$ cat src/rtl/vol_cal_seq_pkg.sv
// ---------------------------------------------------------------------------
// vol_cal_seq_pkg
// Shared constants for the volume-side LC DPLL calibration sequencer:
// default widths, the averaging depth, the dither shift forced while
// calibrating, and the rbus control/status register layout.
// ---------------------------------------------------------------------------
package vol_cal_seq_pkg;

  // Datapath widths used by the volume DPLL.
  localparam int VC_DATA_W    = 32;
  localparam int VC_D_SHL_W   = 4;

  // Calibration defaults.
  localparam int VC_SETTLE_W  = 16;
  localparam int VC_AVG_SHR   = 4;   // log2 of samples averaged (1..8)
  localparam int VC_CAL_D_SHL = 0;   // dither shift while calibrating

  // rbus control/status register: start/abort are write pulses,
  // busy/done are read-only status.
  localparam logic [15:0] VC_CTRL_ADDR  = 16'h0040;
  localparam int          VC_CTRL_START = 0;
  localparam int          VC_CTRL_ABORT = 1;
  localparam int          VC_STAT_BUSY  = 2;
  localparam int          VC_STAT_DONE  = 3;

endpackage : vol_cal_seq_pkg

$ cat src/rtl/vol_cal_seq.sv
// ---------------------------------------------------------------------------
// vol_cal_seq
// Calibration sequencer for the volume-side LC DPLL. A start request forces
// the dither shift to a calibration value, waits settle_i+1 clocks, averages
// 2^AVG_SHR strobed LPF samples into a null offset and then hands the dither
// shift back to the user setting. Outside calibration it presents the
// offset-corrected, zero-clamped LPF value to the rbus read path.
//
// Ports:
//   clk_i, rst_n_i   DPLL clock, asynchronous active-low reset
//   cal_start_i      calibration request pulse (ignored while busy)
//   cal_abort_i      abort pulse (wins over start, samples and completion)
//   settle_i         settle wait in clocks, sampled at start
//   d_shl_i/d_shl_o  user dither shift in / dither shift to lc_dpll
//   lpf_i, lpf_vld_i LPF sample and its one-cycle latch strobe
//   busy_o           calibration in progress
//   done_o           one-cycle pulse when ofs_o has been updated
//   ofs_o            current null offset
//   cal_o            max(lpf_i - ofs_o, 0), registered on idle strobes
// ---------------------------------------------------------------------------
module vol_cal_seq
  import vol_cal_seq_pkg::*;
#(
  parameter int DATA_W    = VC_DATA_W,
  parameter int D_SHL_W   = VC_D_SHL_W,
  parameter int SETTLE_W  = VC_SETTLE_W,
  parameter int AVG_SHR   = VC_AVG_SHR,
  parameter int CAL_D_SHL = VC_CAL_D_SHL
) (
  input  logic                clk_i,
  input  logic                rst_n_i,
  input  logic                cal_start_i,
  input  logic                cal_abort_i,
  input  logic [SETTLE_W-1:0] settle_i,
  input  logic [D_SHL_W-1:0]  d_shl_i,
  output logic [D_SHL_W-1:0]  d_shl_o,
  input  logic [DATA_W-1:0]   lpf_i,
  input  logic                lpf_vld_i,
  output logic                busy_o,
  output logic                done_o,
  output logic [DATA_W-1:0]   ofs_o,
  output logic [DATA_W-1:0]   cal_o
);

  typedef enum logic [1:0] {
    ST_IDLE,
    ST_SETTLE,
    ST_ACCUM,
    ST_DONE
  } state_e;

  // Accumulator is wide enough for 2^AVG_SHR full-scale samples.
  localparam int                     ACC_W    = DATA_W + AVG_SHR;
  localparam logic [AVG_SHR-1:0]     SMP_LAST = '1;
  localparam logic [D_SHL_W-1:0]     CAL_SHL  = D_SHL_W'(CAL_D_SHL);

  state_e              state_q, state_d;
  logic [SETTLE_W-1:0] cnt_q,   cnt_d;
  logic [ACC_W-1:0]    acc_q,   acc_d;
  logic [AVG_SHR-1:0]  smp_q,   smp_d;
  logic [DATA_W-1:0]   ofs_q,   ofs_d;
  logic [DATA_W-1:0]   cal_q,   cal_d;
  logic                done_q,  done_d;
  logic [D_SHL_W-1:0]  d_shl_q, d_shl_d;

  // NOTE: every variable gets a default before the case statement so no
  // path leaves one unassigned; that is what keeps this block latch-free.
  always_comb begin
    state_d = state_q;
    cnt_d   = cnt_q;
    acc_d   = acc_q;
    smp_d   = smp_q;
    ofs_d   = ofs_q;
    cal_d   = cal_q;
    done_d  = 1'b0;

    unique case (state_q)
      ST_IDLE: begin
        // Run mode: corrected output, clamped at zero.
        if (lpf_vld_i) begin
          cal_d = (lpf_i > ofs_q) ? (lpf_i - ofs_q) : '0;
        end
        // Abort arriving with start cancels the request.
        if (cal_start_i && !cal_abort_i) begin
          cnt_d   = settle_i;
          acc_d   = '0;
          smp_d   = '0;
          state_d = ST_SETTLE;
        end
      end

      ST_SETTLE: begin
        // Strobes are ignored while the loop settles.
        if (cal_abort_i) begin
          state_d = ST_IDLE;
        end else if (cnt_q == '0) begin
          state_d = ST_ACCUM;
        end else begin
          cnt_d = cnt_q - SETTLE_W'(1);
        end
      end

      ST_ACCUM: begin
        if (cal_abort_i) begin
          state_d = ST_IDLE;
        end else if (lpf_vld_i) begin
          acc_d = acc_q + ACC_W'(lpf_i);
          smp_d = smp_q + AVG_SHR'(1);
          if (smp_q == SMP_LAST) begin
            state_d = ST_DONE;
          end
        end
      end

      ST_DONE: begin
        // An abort here discards the result and leaves ofs_q untouched.
        if (cal_abort_i) begin
          state_d = ST_IDLE;
        end else begin
          ofs_d   = DATA_W'(acc_q >> AVG_SHR);
          done_d  = 1'b1;
          state_d = ST_IDLE;
        end
      end

      default: state_d = ST_IDLE;
    endcase

    // Keyed off the next state so the forced shift appears together with
    // busy_o, and the user value (including any change made meanwhile)
    // returns together with the first idle cycle.
    d_shl_d = (state_d == ST_IDLE) ? d_shl_i : CAL_SHL;
  end

  // NOTE: state registers use non-blocking assignments so every flop samples
  // the pre-edge values regardless of statement order.
  always_ff @(posedge clk_i or negedge rst_n_i) begin
    if (!rst_n_i) begin
      state_q <= ST_IDLE;
      cnt_q   <= '0;
      acc_q   <= '0;
      smp_q   <= '0;
      ofs_q   <= '0;
      cal_q   <= '0;
      done_q  <= 1'b0;
      d_shl_q <= '0;
    end else begin
      state_q <= state_d;
      cnt_q   <= cnt_d;
      acc_q   <= acc_d;
      smp_q   <= smp_d;
      ofs_q   <= ofs_d;
      cal_q   <= cal_d;
      done_q  <= done_d;
      d_shl_q <= d_shl_d;
    end
  end

  assign busy_o  = (state_q != ST_IDLE);
  assign done_o  = done_q;
  assign ofs_o   = ofs_q;
  assign cal_o   = cal_q;
  assign d_shl_o = d_shl_q;

endmodule : vol_cal_seq

$ cat config.mk
export PLATFORM = sky130hd
export DESIGN_NAME = vol_cal_seq
export DESIGN_NICKNAME = d
export VERILOG_FILES = /design/src/rtl/vol_cal_seq_pkg.sv /design/src/rtl/vol_cal_seq.sv
export SDC_FILE = /design/constraint.sdc
export NUM_CORES = 1
export LEC_CHECK = 0
export CAP_MARGIN = 20
export CORE_MARGIN = 3
export CORE_UTILIZATION = 24
export DETAILED_ROUTE_END_ITERATION = 6
export SKIP_CTS_REPAIR_TIMING = 1
export SYNTH_ARGS = -nofsm -noshare
export SYNTH_HDL_FRONTEND = slang
export SYNTH_SLANG_ARGS = --single-unit
$ cat constraint.sdc
create_clock -name clk_i -period 7.25 [get_ports clk_i]
set_input_delay 1.45 -clock clk_i [delete_from_list [all_inputs] [get_ports clk_i]]
set_output_delay 1.45 -clock clk_i [all_outputs]
set_load 0.03 [all_outputs]
==> results of run 1 <==
[cells in the mapped netlist, types with 3 or more instances]
library cell	n	area share
a21oi_1	81	0.048
nor3_1	19	0.011
o31ai_1	8	0.0071
nor3b_1	3	0.0026
xor2_1	24	0.025
a211oi_1	12	0.011
or3_1	5	0.0037
xnor2_1	34	0.035
a22o_1	34	0.035
and4_1	3	0.0031
a21o_1	36	0.032
buf_2	7	0.0041
a211o_1	3	0.0031
clkbuf_1	30	0.013
o211ai_1	6	0.0053
nand2_1	112	0.049
o21bai_1	11	0.0097
a31oi_1	4	0.0029
and3_1	13	0.0096
o21ai_0	101	0.059
dfrtp_1	127	0.37
o211a_1	3	0.0035
ha_1	66	0.097
o21ai_1	5	0.0029
nor2b_1	6	0.0044
a22oi_1	7	0.0062
inv_1	56	0.025
nand3b_1	3	0.0026
and2_1	7	0.0051
nand3_1	15	0.0088
o22ai_1	5	0.0037
nor2_1	47	0.021
o21a_1	8	0.0071
nand2b_1	11	0.0081
nand4_1	8	0.0059
[through the flow]
step / utilization / instances
2_1_floorplan: - / 965
3_3_place_gp: 0.295 / 1514
3_5_place_dp: 0.296 / 1515
4_1_cts: 0.312 / 1547
5_1_grt: 0.313 / 1552
6_report: 0.313 / 1552
[placed cells by master, fill, tap and decap left out, types with 7 or more instances in the layout]
master and count:
buf_4 7, a22oi_1 7, ha_1 66, a21oi_1 80, clkbuf_16 17, clkdlybuf4s50_1 125
dfrtp_1 127, and3_1 13, a211oi_1 12, a22o_1 34, o21bai_1 11, o21a_1 8
a21o_1 36, nand4_1 8, inv_1 56, o21ai_0 101, xnor2_1 34, nor3_1 19
xor2_1 24, o31ai_1 8, and2_1 7, nand2_1 112, nand3_1 15, nor2_1 47
nand2b_1 11
[registers in the layout (all words and copies together) (netlist names)]
signal	count
smp_q	4
cnt_q	16
ofs_o	32
acc_q	36
state_q	2
done_o	1
cal_o	32
d_shl_o	4
[logic make-up after synthesis]
group / Yosys count
fa+ha+maj: 68
simple gates: 263
xor+xnor: 58
buf+inv: 95
flops: 127
mux: 1
compound gates: 353
[final cells by class]
type	count	area share
Multi-Input combinational cell	743	0.458
Sequential cell	127	0.292
Timing Repair Buffer	134	0.124
Tap cell	455	0.0524
Clock buffer	22	0.0427
Inverter	57	0.0197
Clock inverter	10	0.0102
Antenna cell	4	0.000921
[power groups by stage]
stage                     Clock [mW]  Combinational, mW  Sequential (mW)
after floorplan                    0              0.224            0.839
after global placement             0              0.429            0.802
after detailed placement           0              0.436            0.802
after CTS                      0.866              0.437            0.790
after global routing           0.896              0.480            0.797
final                          0.843              0.438            0.790
[worst paths after layout]
check | end | slack, ns | from | cells after the start
min in group asynchronous | cnt_q[1]$_DFFE_PN0P_ | 1.15 | rst_n_i | 1
worst min register to register | smp_q[1]$_DFFE_PN0P_ | 0.50 | smp_q[1]$_DFFE_PN0P_ | 2
worst max-delay path | acc_q[30]$_DFFE_PN0P_ | 3.02 | lpf_i[0] | 12
worst min-delay path | smp_q[1]$_DFFE_PN0P_ | 0.50 | smp_q[1]$_DFFE_PN0P_ | 2
worst max register to register | acc_q[30]$_DFFE_PN0P_ | 4.09 | acc_q[0]$_DFFE_PN0P_ | 11
max in group asynchronous | ofs_o[30]$_DFFE_PN0P_ | 4.77 | rst_n_i | 2
[routing by layer]
metal,global-route usage,part of all wire
met1,0.190,0.48
met2,0.211,0.46
met3,0.0222,0.034
met4,0.0593,0.029
met5,0,0
[critical path: cells and delay by family]
kind,cells,cell delay [ns]
compound gates,6,1.42
fa+ha+maj,2,0.66
buf+inv,1,0.42
simple gates,2,0.39
xor+xnor,1,0.15
==> out/qor.yml, run 1 <==
status: "finished, final reports clean"
dr.pass1.iters: 5
die_area_mm2: 0.0378
synth-edff-count: 0
ctsRootBufferMaster: "clkbuf_16"
synth-compound-area-share: 0.276
switching_power_mw: 0.613
skew_ns: 0.00939
hold_viol: 0
critPathSlowestCell: "o31ai_1"
static-leakage-power_nw: 4.95
grt_pass1_wl_mm: 41.3
clk_latency_ns: 0.42
placed_area_mm2: 0.0103
gp_congestion: 0.914
setup_ws_ns: 3.02
syn_to_final_growth_pct: 27.6
crit_fanout: 4
tightest_slew_ns: 0.896
ys.flop_type: "dfrtp_1"
clkTransAtPathRegs_ns: 0.06
cts.path.max_buffers: 2
synthSimpleGateAreaFrac: 0.145
finalInstanceArea_mm2: 0.0109
finalNetCount: 1205
period_minus_slack_ns: 4.23
vdd.ir_drop.worst_mv: 0.164
dieHeight_um: 194
clkPwrFrac: 0.407
share_comb_of_total_power: 0.211
syn-cell-area_mm2: 0.00851
die_x_um: 194
drv_slew: 0
cp_common_cell: "o21ai_0"
worst_setup_path_start_kind: "input port"
grt_pass1_vias: 7189
cts_tree: "done"
num_io_pins: 127
grt_remaining_overflow: 0
grt_usage: 0.137
ant_nets: 0
power.internal_mw: 1.46
path_class: "input port to flop"
yosys_warnings: 0
vias_per_cell: 4.79
core_mm2: 0.0347
cp_cell_sequence: "clkdlybuf4s50_1, ha_1, fa_1, a21oi_2, o21ai_1, or3b_1, nand2_1, o31ai_1, o21ai_0, a21oi_1, xor2_1, o21ai_0"
nFillCells: 3606
rsz0062_at_grt: "no"
pwr-share-seq: 0.382
period_share: 0.584
drc: 0
setup_viol: 0
max_freq_ghz: 0.236
seqCellArea_mm2: 0.00318
syn_nets: 1090
wl_per_cell_um: 16.8
hold_slack_ns: 0.498
async_reset_ff_frac: 1.00
initial_core_util: 0.245
htreeDepth: 4
maxCapViolations: 0
cp.required_ns: 7.52
finalPower_mw: 2.07
io_buffers: 126
slew_headroom: 0.403
rows: 68
pre_cts_ws_ns: 2.58
yosysSeqAreaShare: 0.373
post-dp-hpwl_mm: 20.4
numCtsBuffers: 17
syn_inst: 965
ys_types: 69
hold_path.class: "flop to flop"
synth-seq-cells: 127
switching_share: 0.296
synth_fa_ha_area_frac: 0.102
critical_path.max_stage_delay_ns: 0.64
synth_xor_area_frac: 0.0597
multi_input_area_mm2: 0.00497
vias: 7429
powerDensity_mw_per_mm2: 190
syn_area_per_cell_um2: 8.82
end_kind: "flop"
synth.area.mux_share: 0.00118
grt_start_max_net_pins: 68
routed_wirelength_mm: 26.1
synth_top_family_by_area: "compound AO/OA/AOI/OAI gates"
cts.sinks: 127
fin_tns_setup_ns: 0
antenna_found_initial: 4
critPathArrivalTime_ns: 4.50
drive_gt1_frac: 0.0503
drt_iter0_markers: 488
Note: power is estimated with default switching activity, not from simulation.
==> inputs of run 2 (changes only) <==
clock period = 4.2 ns   (was 7.25 ns; I/O delays follow)
==> run 2 against run 1 <==
Wire length increased by 0.82%. Critical path depth increased by 2. Clock skew about the same. Cell count about the same. Worst hold slack got worse by 0.23 ns. Global-route usage increased by 0.15 points. Sequential cell count unchanged. Critical path type unchanged. Largest cell class unchanged.
==> out/qor.yml, run 2 (synthesized netlist as in run 1, its figures left out) <==
routed_wirelength_mm: 26.3
hold_viol: 0
skew_ns: 0.00923
critical_path.max_stage_delay_ns: 0.43
numCtsBuffers: 17
setup_viol: 0
crit_buf_inv: 3
cp.required_ns: 4.51
path_class: "input port to flop"
post-dp-hpwl_mm: 20.6
pre_cts_ws_ns: 0.248
grt_pass1_wl_mm: 41.9
powerDensity_mw_per_mm2: 341
dr.pass1.iters: 5
grt_remaining_overflow: 0
crit_fanout: 7
grt_pass1_vias: 7413
htreeDepth: 4
rsz0062_at_grt: "no"
vias: 7554
hold_path.class: "input port to async pin"
cts.sinks: 127
clk_latency_ns: 0.43
clkTransAtPathRegs_ns: 0.06
critPathArrivalTime_ns: 3.83
drt_iter0_markers: 458
grt_usage: 0.138
vdd.ir_drop.worst_mv: 0.267
period_share: 0.837
vias_per_cell: 4.86
die_x_um: 194
maxCapViolations: 0
end_kind: "flop"
cts.path.max_buffers: 2
ctsRootBufferMaster: "clkbuf_16"
top_register: "acc_q"
gp_congestion: 0.899
slew_headroom: 0.370
fin_tns_setup_ns: 0
core_mm2: 0.0347
wl_per_cell_um: 16.9
static-leakage-power_nw: 5.01
multi_input_area_mm2: 0.00497
max_freq_ghz: 0.284
cp_cell_sequence: "clkdlybuf4s50_1, inv_1, ha_1, inv_1, fa_1, a211oi_1, o21ai_1, a21oi_1, nand3b_1, a31oi_2, a21boi_0, o21ai_1, xnor2_1, a22o_1"
finalNetCount: 1210
die_area_mm2: 0.0378
initial_core_util: 0.245
nFillCells: 3662
seqCellArea_mm2: 0.00318
tightest_slew_ns: 0.942
critPathSlowestCell: "clkdlybuf4s50_1"
status: "finished, final reports clean"
cts_tree: "done"
drive_gt1_frac: 0.0547
antenna_found_initial: 1
drv_slew: 0
num_io_pins: 127
rows: 68
io_buffers: 126
setup_ws_ns: 0.683
critPathTopFamily: "compound AO/OA/AOI/OAI gates"
final_common_cell: "dfrtp_1"
largest_reg_flops: 36
drc: 0
syn_to_final_growth_pct: 29.0
worst_setup_path_start_kind: "input port"
grt_start_max_net_pins: 83
dieHeight_um: 194
ant_nets: 0
final_cell_mix: "dfrtp_1 (127), clkdlybuf4s50_1 (125), nand2_1 (112)"
r2r_setup_slack_ns: 1.17
period_minus_slack_ns: 3.52
-- run 2: path summary, 6_finish.rpt --
kind                       depth (start not counted)                     to                  from
setup / recovery                                  14  cal_o[22]$_DFFE_PN0P_              lpf_i[0]
hold / removal                                     1   cnt_q[1]$_DFFE_PN0P_               rst_n_i
setup reg to reg                                  12  cal_o[22]$_DFFE_PN0P_  ofs_o[0]$_DFFE_PN0P_
hold reg to reg                                    2   acc_q[0]$_DFFE_PN0P_  acc_q[0]$_DFFE_PN0P_
max in group asynchronous                          3  acc_q[17]$_DFFE_PN0P_               rst_n_i
min in group clk_i                                 2   acc_q[0]$_DFFE_PN0P_  acc_q[0]$_DFFE_PN0P_
-- run 2: layout make-up --
| type | instances | share of cell area |
|---|---|---|
| Antenna cell | 1 | 0.000228 |
| Multi-Input combinational cell | 743 | 0.453 |
| Clock inverter | 11 | 0.0172 |
| Tap cell | 455 | 0.0518 |
| Timing Repair Buffer | 139 | 0.128 |
| Clock buffer | 20 | 0.0407 |
| Inverter | 57 | 0.0195 |
| Sequential cell | 127 | 0.289 |
-- run 2: per-layer routing --
layer | track usage | vias to the layer above | part of all wire
met5 | 0 | - | 0
met4 | 0.0622 | 0 | 0.038
met3 | 0.0206 | 37 | 0.030
met2 | 0.216 | 156 | 0.45
met1 | 0.190 | 3619 | 0.48
li1 | - | 3742 | -
-- run 2: metrics by stage --
stage | std cells | total power, mW | hold WS (ns) | cell area (um^2) | util
global placement | 1519 | 2.13 | 0.458 | 10300 | 0.297
global route | 1553 | 3.91 | 0.259 | 11000 | 0.316
CTS | 1550 | 3.77 | 0.473 | 10900 | 0.315
floorplan | 965 | 1.83 | 0.443 | 8510 | -
detailed placement | 1519 | 2.14 | 0.461 | 10300 | 0.297
finish | 1553 | 3.74 | 0.266 | 11000 | 0.316
-- run 2: worst reg2reg max path: cells and delay by family (launching register included) --
family / cells / cell delay (ns)
AO/OA/AOI/OAI: 7 / 1.54
XOR/XNOR: 1 / 0.13
buffers and inverters: 1 / 0.05
adder cells (fa/ha/maj): 2 / 0.60
AND/OR/NAND/NOR: 1 / 0.17
flip-flops: 1 / 0.40
-- run 2: report_power, final --
part           internal, mW  total [mW]  switching [mW]
clock network          1.06        1.62           0.558
logic                 0.313       0.759           0.446
registers              1.30        1.37          0.0644
==> RTL edit 1 (settings of run 1) <==
Register the output `cal_o` once more, cleared by the reset; this adds one clock of latency there. The other outputs are not delayed to match. Comments in the files are not updated.
--- a/src/rtl/vol_cal_seq.sv
+++ b/src/rtl/vol_cal_seq.sv
@@ -160,5 +160,11 @@
   assign done_o  = done_q;
   assign ofs_o   = ofs_q;
-  assign cal_o   = cal_q;
+  always_ff @(posedge clk_i or negedge rst_n_i) begin
+    if (!rst_n_i) begin
+      cal_o <= '0;
+    end else begin
+      cal_o <= cal_q;
+    end
+  end
   assign d_shl_o = d_shl_q;
 
Formal check against the unedited RTL: not equivalent (Yosys sat finds a counterexample within 4 cycles, from zero or initial values and one cycle with rst_n_i low).
==> RTL edit 1 against run 1 <==
  * Power rose by 13%
  * First-iteration DRC count rose by 24%
  * Sequential cell count rose by 32
  * Count of clock-buffer cells in the layout fell by 5
  * Wire length rose by 8.8%
  * Clock power rose by 7.5%
  * Cell area rose by 9.4%
  * Area after synthesis rose by 12%
  * Worst setup slack got worse by 160 ps
  * Via count rose by 7.9%
  * Largest power group is now sequential cells
==> RTL edit 1: results (changes against run 1) <==
\begin{tabular}{lr}
\hline
Metric & Value \\
\hline
\multicolumn{2}{l}{\textbf{Global route}} \\
\quad Wire length of the first global-routing pass & 43.9 mm (+6.4\%) \\
\quad Maximum number of pins on one net before global-route repair & 98 (+44\%) \\
\multicolumn{2}{l}{\textbf{Power}} \\
\quad Leakage power summed over all cells & 5.40 nW (+9.2\%) \\
\multicolumn{2}{l}{\textbf{Setup path}} \\
\quad Endpoint arrival time on the critical path & 4720 ps (+220 ps) \\
\quad Reg-to-reg endpoint & cal\_q[30] \\
\quad Critical-path maximum fanout & 8 (+4) \\
\quad CP max stage cell & o41a\_1 \\
\quad Slack of the worst reg-to-reg path & 3910 ps (-180 ps) \\
\quad Max incr delay on CP & 470 ps (-170 ps) \\
\multicolumn{2}{l}{\textbf{Synthesis}} \\
\quad Commonest cells in the netlist & 159 x dfrtp\_1, 138 x nand2\_1, 127 x o21ai\_0 \\
\quad XOR/XNOR Fraction of Synth Area & 0.0498 (-0.00989) \\
\quad Share of the synthesized area in compound gates (AO/OA/AOI/OAI) & 0.237 (-0.0393) \\
\quad Count of different cell masters after synthesis & 75 (+8.7\%) \\
\quad Most area-consuming cells after synthesis & dfrtp\_1 42\%, ha\_1 8.7\%, o21ai\_0 6.7\%, nand2\_1 5.5\%, a21oi\_1 4.0\% \\
\quad Register area share after synthesis & 0.419 (+0.0455) \\
\quad Adder-cell share of the synthesized area & 0.0911 (-0.0106) \\
\quad Post-synthesis mux area share & 0.00527 (+0.00409) \\
\multicolumn{2}{l}{\textbf{Place}} \\
\quad Placed standard-cell area & 0.0113 mm2 (+9.8\%) \\
\quad Placed insts & 1645 (+8.6\%) \\
\quad Half-perimeter wire length of the detailed placement result & 22.1 mm (+8.1\%) \\
\multicolumn{2}{l}{\textbf{STA}} \\
\quad Final clock skew & 10.1 ps (+0.703 ps) \\
\quad Slack of the critical path & 2860 ps (-162 ps) \\
\multicolumn{2}{l}{\textbf{Detailed routing}} \\
\quad Sum of routed wire length over all layers & 28.4 mm (+8.8\%) \\
\quad Starting DRC count in detailed routing & 603 (+24\%) \\
\multicolumn{2}{l}{\textbf{Run status}} \\
\quad Status & finished, final reports clean \\
\multicolumn{2}{l}{\textbf{Hold path}} \\
\quad Min-Delay Startpoint & cal\_q[16] \\
\multicolumn{2}{l}{\textbf{Clocking}} \\
\quad Clk Latency, worst-skew pair & 440 ps (+20 ps) \\
\multicolumn{2}{l}{\textbf{Cells and area}} \\
\quad Final Instance Area & 0.0119 mm2 (+9.4\%) \\
\hline
\end{tabular}
RTL edit 1: logic make-up after synthesis:
kind of cell / count (synthesis)
xor+xnor: 54
mux: 5
simple gates: 313
flops: 159
buf+inv: 87
compound gates: 352
fa+ha+maj: 68
RTL edit 1: per-layer routing:
| metal | track usage | vias up | wire length [um] |
|---|---|---|---|
| li1 | - | 3957 | - |
| met3 | 0.0261 | 44 | 1050 |
| met1 | 0.173 | 3859 | 13000 |
| met5 | 0 | - | 0 |
| met4 | 0.0535 | 0 | 887 |
| met2 | 0.221 | 159 | 13400 |
RTL edit 1: area by class of cell:
class / count / area share
Tap cell: 518 / 0.0545
Inverter: 45 / 0.0142
Clock buffer: 17 / 0.0358
Sequential cell: 159 / 0.335
Clock inverter: 15 / 0.0142
Multi-Input combinational cell: 792 / 0.436
Timing Repair Buffer: 133 / 0.111
RTL edit 1: power by group:
part | switching (mW) | internal [mW]
logic | 0.265 | 0.178
clock network | 0.414 | 0.492
registers | 0.0406 | 0.942
total | 0.719 | 1.61
==> RTL edit 2 (settings of run 1) <==
Made on the original files. Change the package constant `VC_SETTLE_W` from 16 to 14.
--- a/src/rtl/vol_cal_seq_pkg.sv
+++ b/src/rtl/vol_cal_seq_pkg.sv
@@ -12,5 +12,5 @@
 
   // Calibration defaults.
-  localparam int VC_SETTLE_W  = 16;
+  localparam int VC_SETTLE_W  = 14;
   localparam int VC_AVG_SHR   = 4;   // log2 of samples averaged (1..8)
   localparam int VC_CAL_D_SHL = 0;   // dither shift while calibrating
Ports: changed (resized settle_i); port bits go from 127 to 125. No check against the original RTL was run, so the function may have changed too.
==> RTL edit 2 against run 1 <==
  * Area after synthesis decreased by 0.24%
  * Sequential cell count decreased by 2
  * Wire length decreased by 0.28%
  * Register-to-register slack improved by 100 ps
  * Power increased by 2.6%
  * Worst setup slack improved by 37 ps
  * Cell count increased by 1.2%
  * Cell area decreased by 1.2%
==> RTL edit 2: results (changes against run 1) <==
\begin{tabular}{lr}
\hline
Metric & Value \\
\hline
\multicolumn{2}{l}{\textbf{Cells and area}} \\
\quad Filler-free cell count of the finished design & 1570 (+1.2\%) \\
\quad Proportion of layout cells with a drive suffix above 1 & 0.0556 (+0.00529) \\
\multicolumn{2}{l}{\textbf{Synthesis}} \\
\quad Adder-cell share of the synthesized area & 0.102 (+0.000240) \\
\quad Synthesized netlist net count & 1117 (+2.5\%) \\
\quad Synthesized area per cell & 8.55 um2 (-3.1\%) \\
\quad XOR/XNOR Fraction of Synth Area & 0.0505 (-0.00914) \\
\quad Count of different cell masters after synthesis & 77 (+12\%) \\
\quad Commonest cells in the netlist & 135 x nand2\_1, 125 x dfrtp\_1, 113 x o21ai\_0 \\
\quad Most area-consuming cells after synthesis & dfrtp\_1 37\%, ha\_1 9.7\%, o21ai\_0 6.7\%, nand2\_1 6.0\%, a21oi\_1 4.5\% \\
\multicolumn{2}{l}{\textbf{Detailed routing}} \\
\quad Met3 Routed Length & 1.39 mm (+58\%) \\
\quad Starting DRC count in detailed routing & 453 (-7.2\%) \\
\quad Sum of routed wire length over all layers & 26.0 mm (-0.28\%) \\
\quad Highest layer used for signal routing & met5 \\
\quad Detailed-route wire length on metal 1 & 12.2 mm (-2.1\%) \\
\multicolumn{2}{l}{\textbf{Place}} \\
\quad Placed standard-cell area & 0.0102 mm2 (-1.1\%) \\
\quad Routability Congestion & 0.869 (-4.9\%) \\
\quad Placed insts & 1538 (+1.5\%) \\
\quad PortBufs & 124 (-1.6\%) \\
\quad Pre-CTS setup slack & 2650 ps (+70.3 ps) \\
\multicolumn{2}{l}{\textbf{Power}} \\
\quad Leakage power summed over all cells & 4.90 nW (-1.1\%) \\
\multicolumn{2}{l}{\textbf{Setup path}} \\
\quad Reg-to-reg endpoint & cal\_o[19] \\
\quad Endpoint arrival time on the critical path & 4480 ps (-20 ps) \\
\quad CP max stage cell & clkdlybuf4s50\_1 \\
\quad Origin of the critical flop-to-flop path & ofs\_o[0] \\
\quad Max incr delay on CP & 510 ps (-130 ps) \\
\quad Critical Path Start & lpf\_i[29] \\
\multicolumn{2}{l}{\textbf{STA}} \\
\quad Final clock skew & 14.0 ps (+4.59 ps) \\
\quad Final min period & 4190 ps (-36.9 ps) \\
\quad Worst slew slack as a fraction of its limit & 0.319 (-0.0838) \\
\multicolumn{2}{l}{\textbf{Global route}} \\
\quad Wire length of the first global-routing pass & 41.5 mm (+0.45\%) \\
\quad Number of global-route vias before repair & 7561 (+5.2\%) \\
\quad Maximum number of pins on one net before global-route repair & 65 (-4.4\%) \\
\quad Met2 Usage GRT & 0.213 (+0.00235) \\
\quad Overall Global Routing Usage & 0.137 (+0.000434) \\
\multicolumn{2}{l}{\textbf{Run status}} \\
\quad Status & finished, final reports clean \\
\hline
\end{tabular}
==> RTL edit 2: changes by cell type in the layout (fill, tap and decap cells not counted), moves of 5 or more <==
cell      change
a22o_1       -23
nand2_1      +23
nor2_1       +16
o21ai_0      +12
nand4_1      +11
xnor2_1      -10
nand3_1       +8
a211oi_1      -7
and3_1        -6
a31oi_1       +5
inv_6         +5
==> RTL edit 2: cell type report <==
cell class	count	area [um2]
Clock buffer	18	439
Clock inverter	14	148
Fill cell	3682	24000
Inverter	59	221
Multi-Input combinational cell	769	4950
Sequential cell	125	3130
Tap cell	455	569
Timing Repair Buffer	130	1280
==> RTL edit 2: per-stage QoR <==
stage	util	hold WS, ps
after floorplan	-	454
after global placement	0.292	466
after detailed placement	0.292	475
after CTS	0.309	488
after global routing	0.309	516
final	0.309	480
==> RTL edit 2: power by group <==
group	internal (mW)	switching (mW)	total [mW]	leakage [nW]
clock	0.494	0.374	0.868	0.287
sequential	0.745	0.0406	0.785	1.57
combinational	0.189	0.281	0.470	3.04
total	1.43	0.696	2.12	4.90
==> RTL edit 2: cell families after synthesis <==
kind of cell | Yosys count
compound gates | 335
xor+xnor | 49
fa+ha+maj | 68
mux | 3
buf+inv | 100
simple gates | 314
flops | 125
==> RTL edit 2: critical path: cells and delay by family <==
kind            cells  cell delay, ps
compound gates      3             590
fa+ha+maj           1             500
buf+inv             2             910
simple gates        3            1040
==> RTL edit 2: worst max path at each step <==
stage	cells after the start	to	slack (ps)
floorplan	12	cal_o[30]	3550
global placement	13	cal_o[27]	2710
detailed placement	13	cal_o[27]	2650
CTS	13	cal_o[6]	3090
global route	13	cal_o[17]	2820
finish	9	cal_o[19]	3060
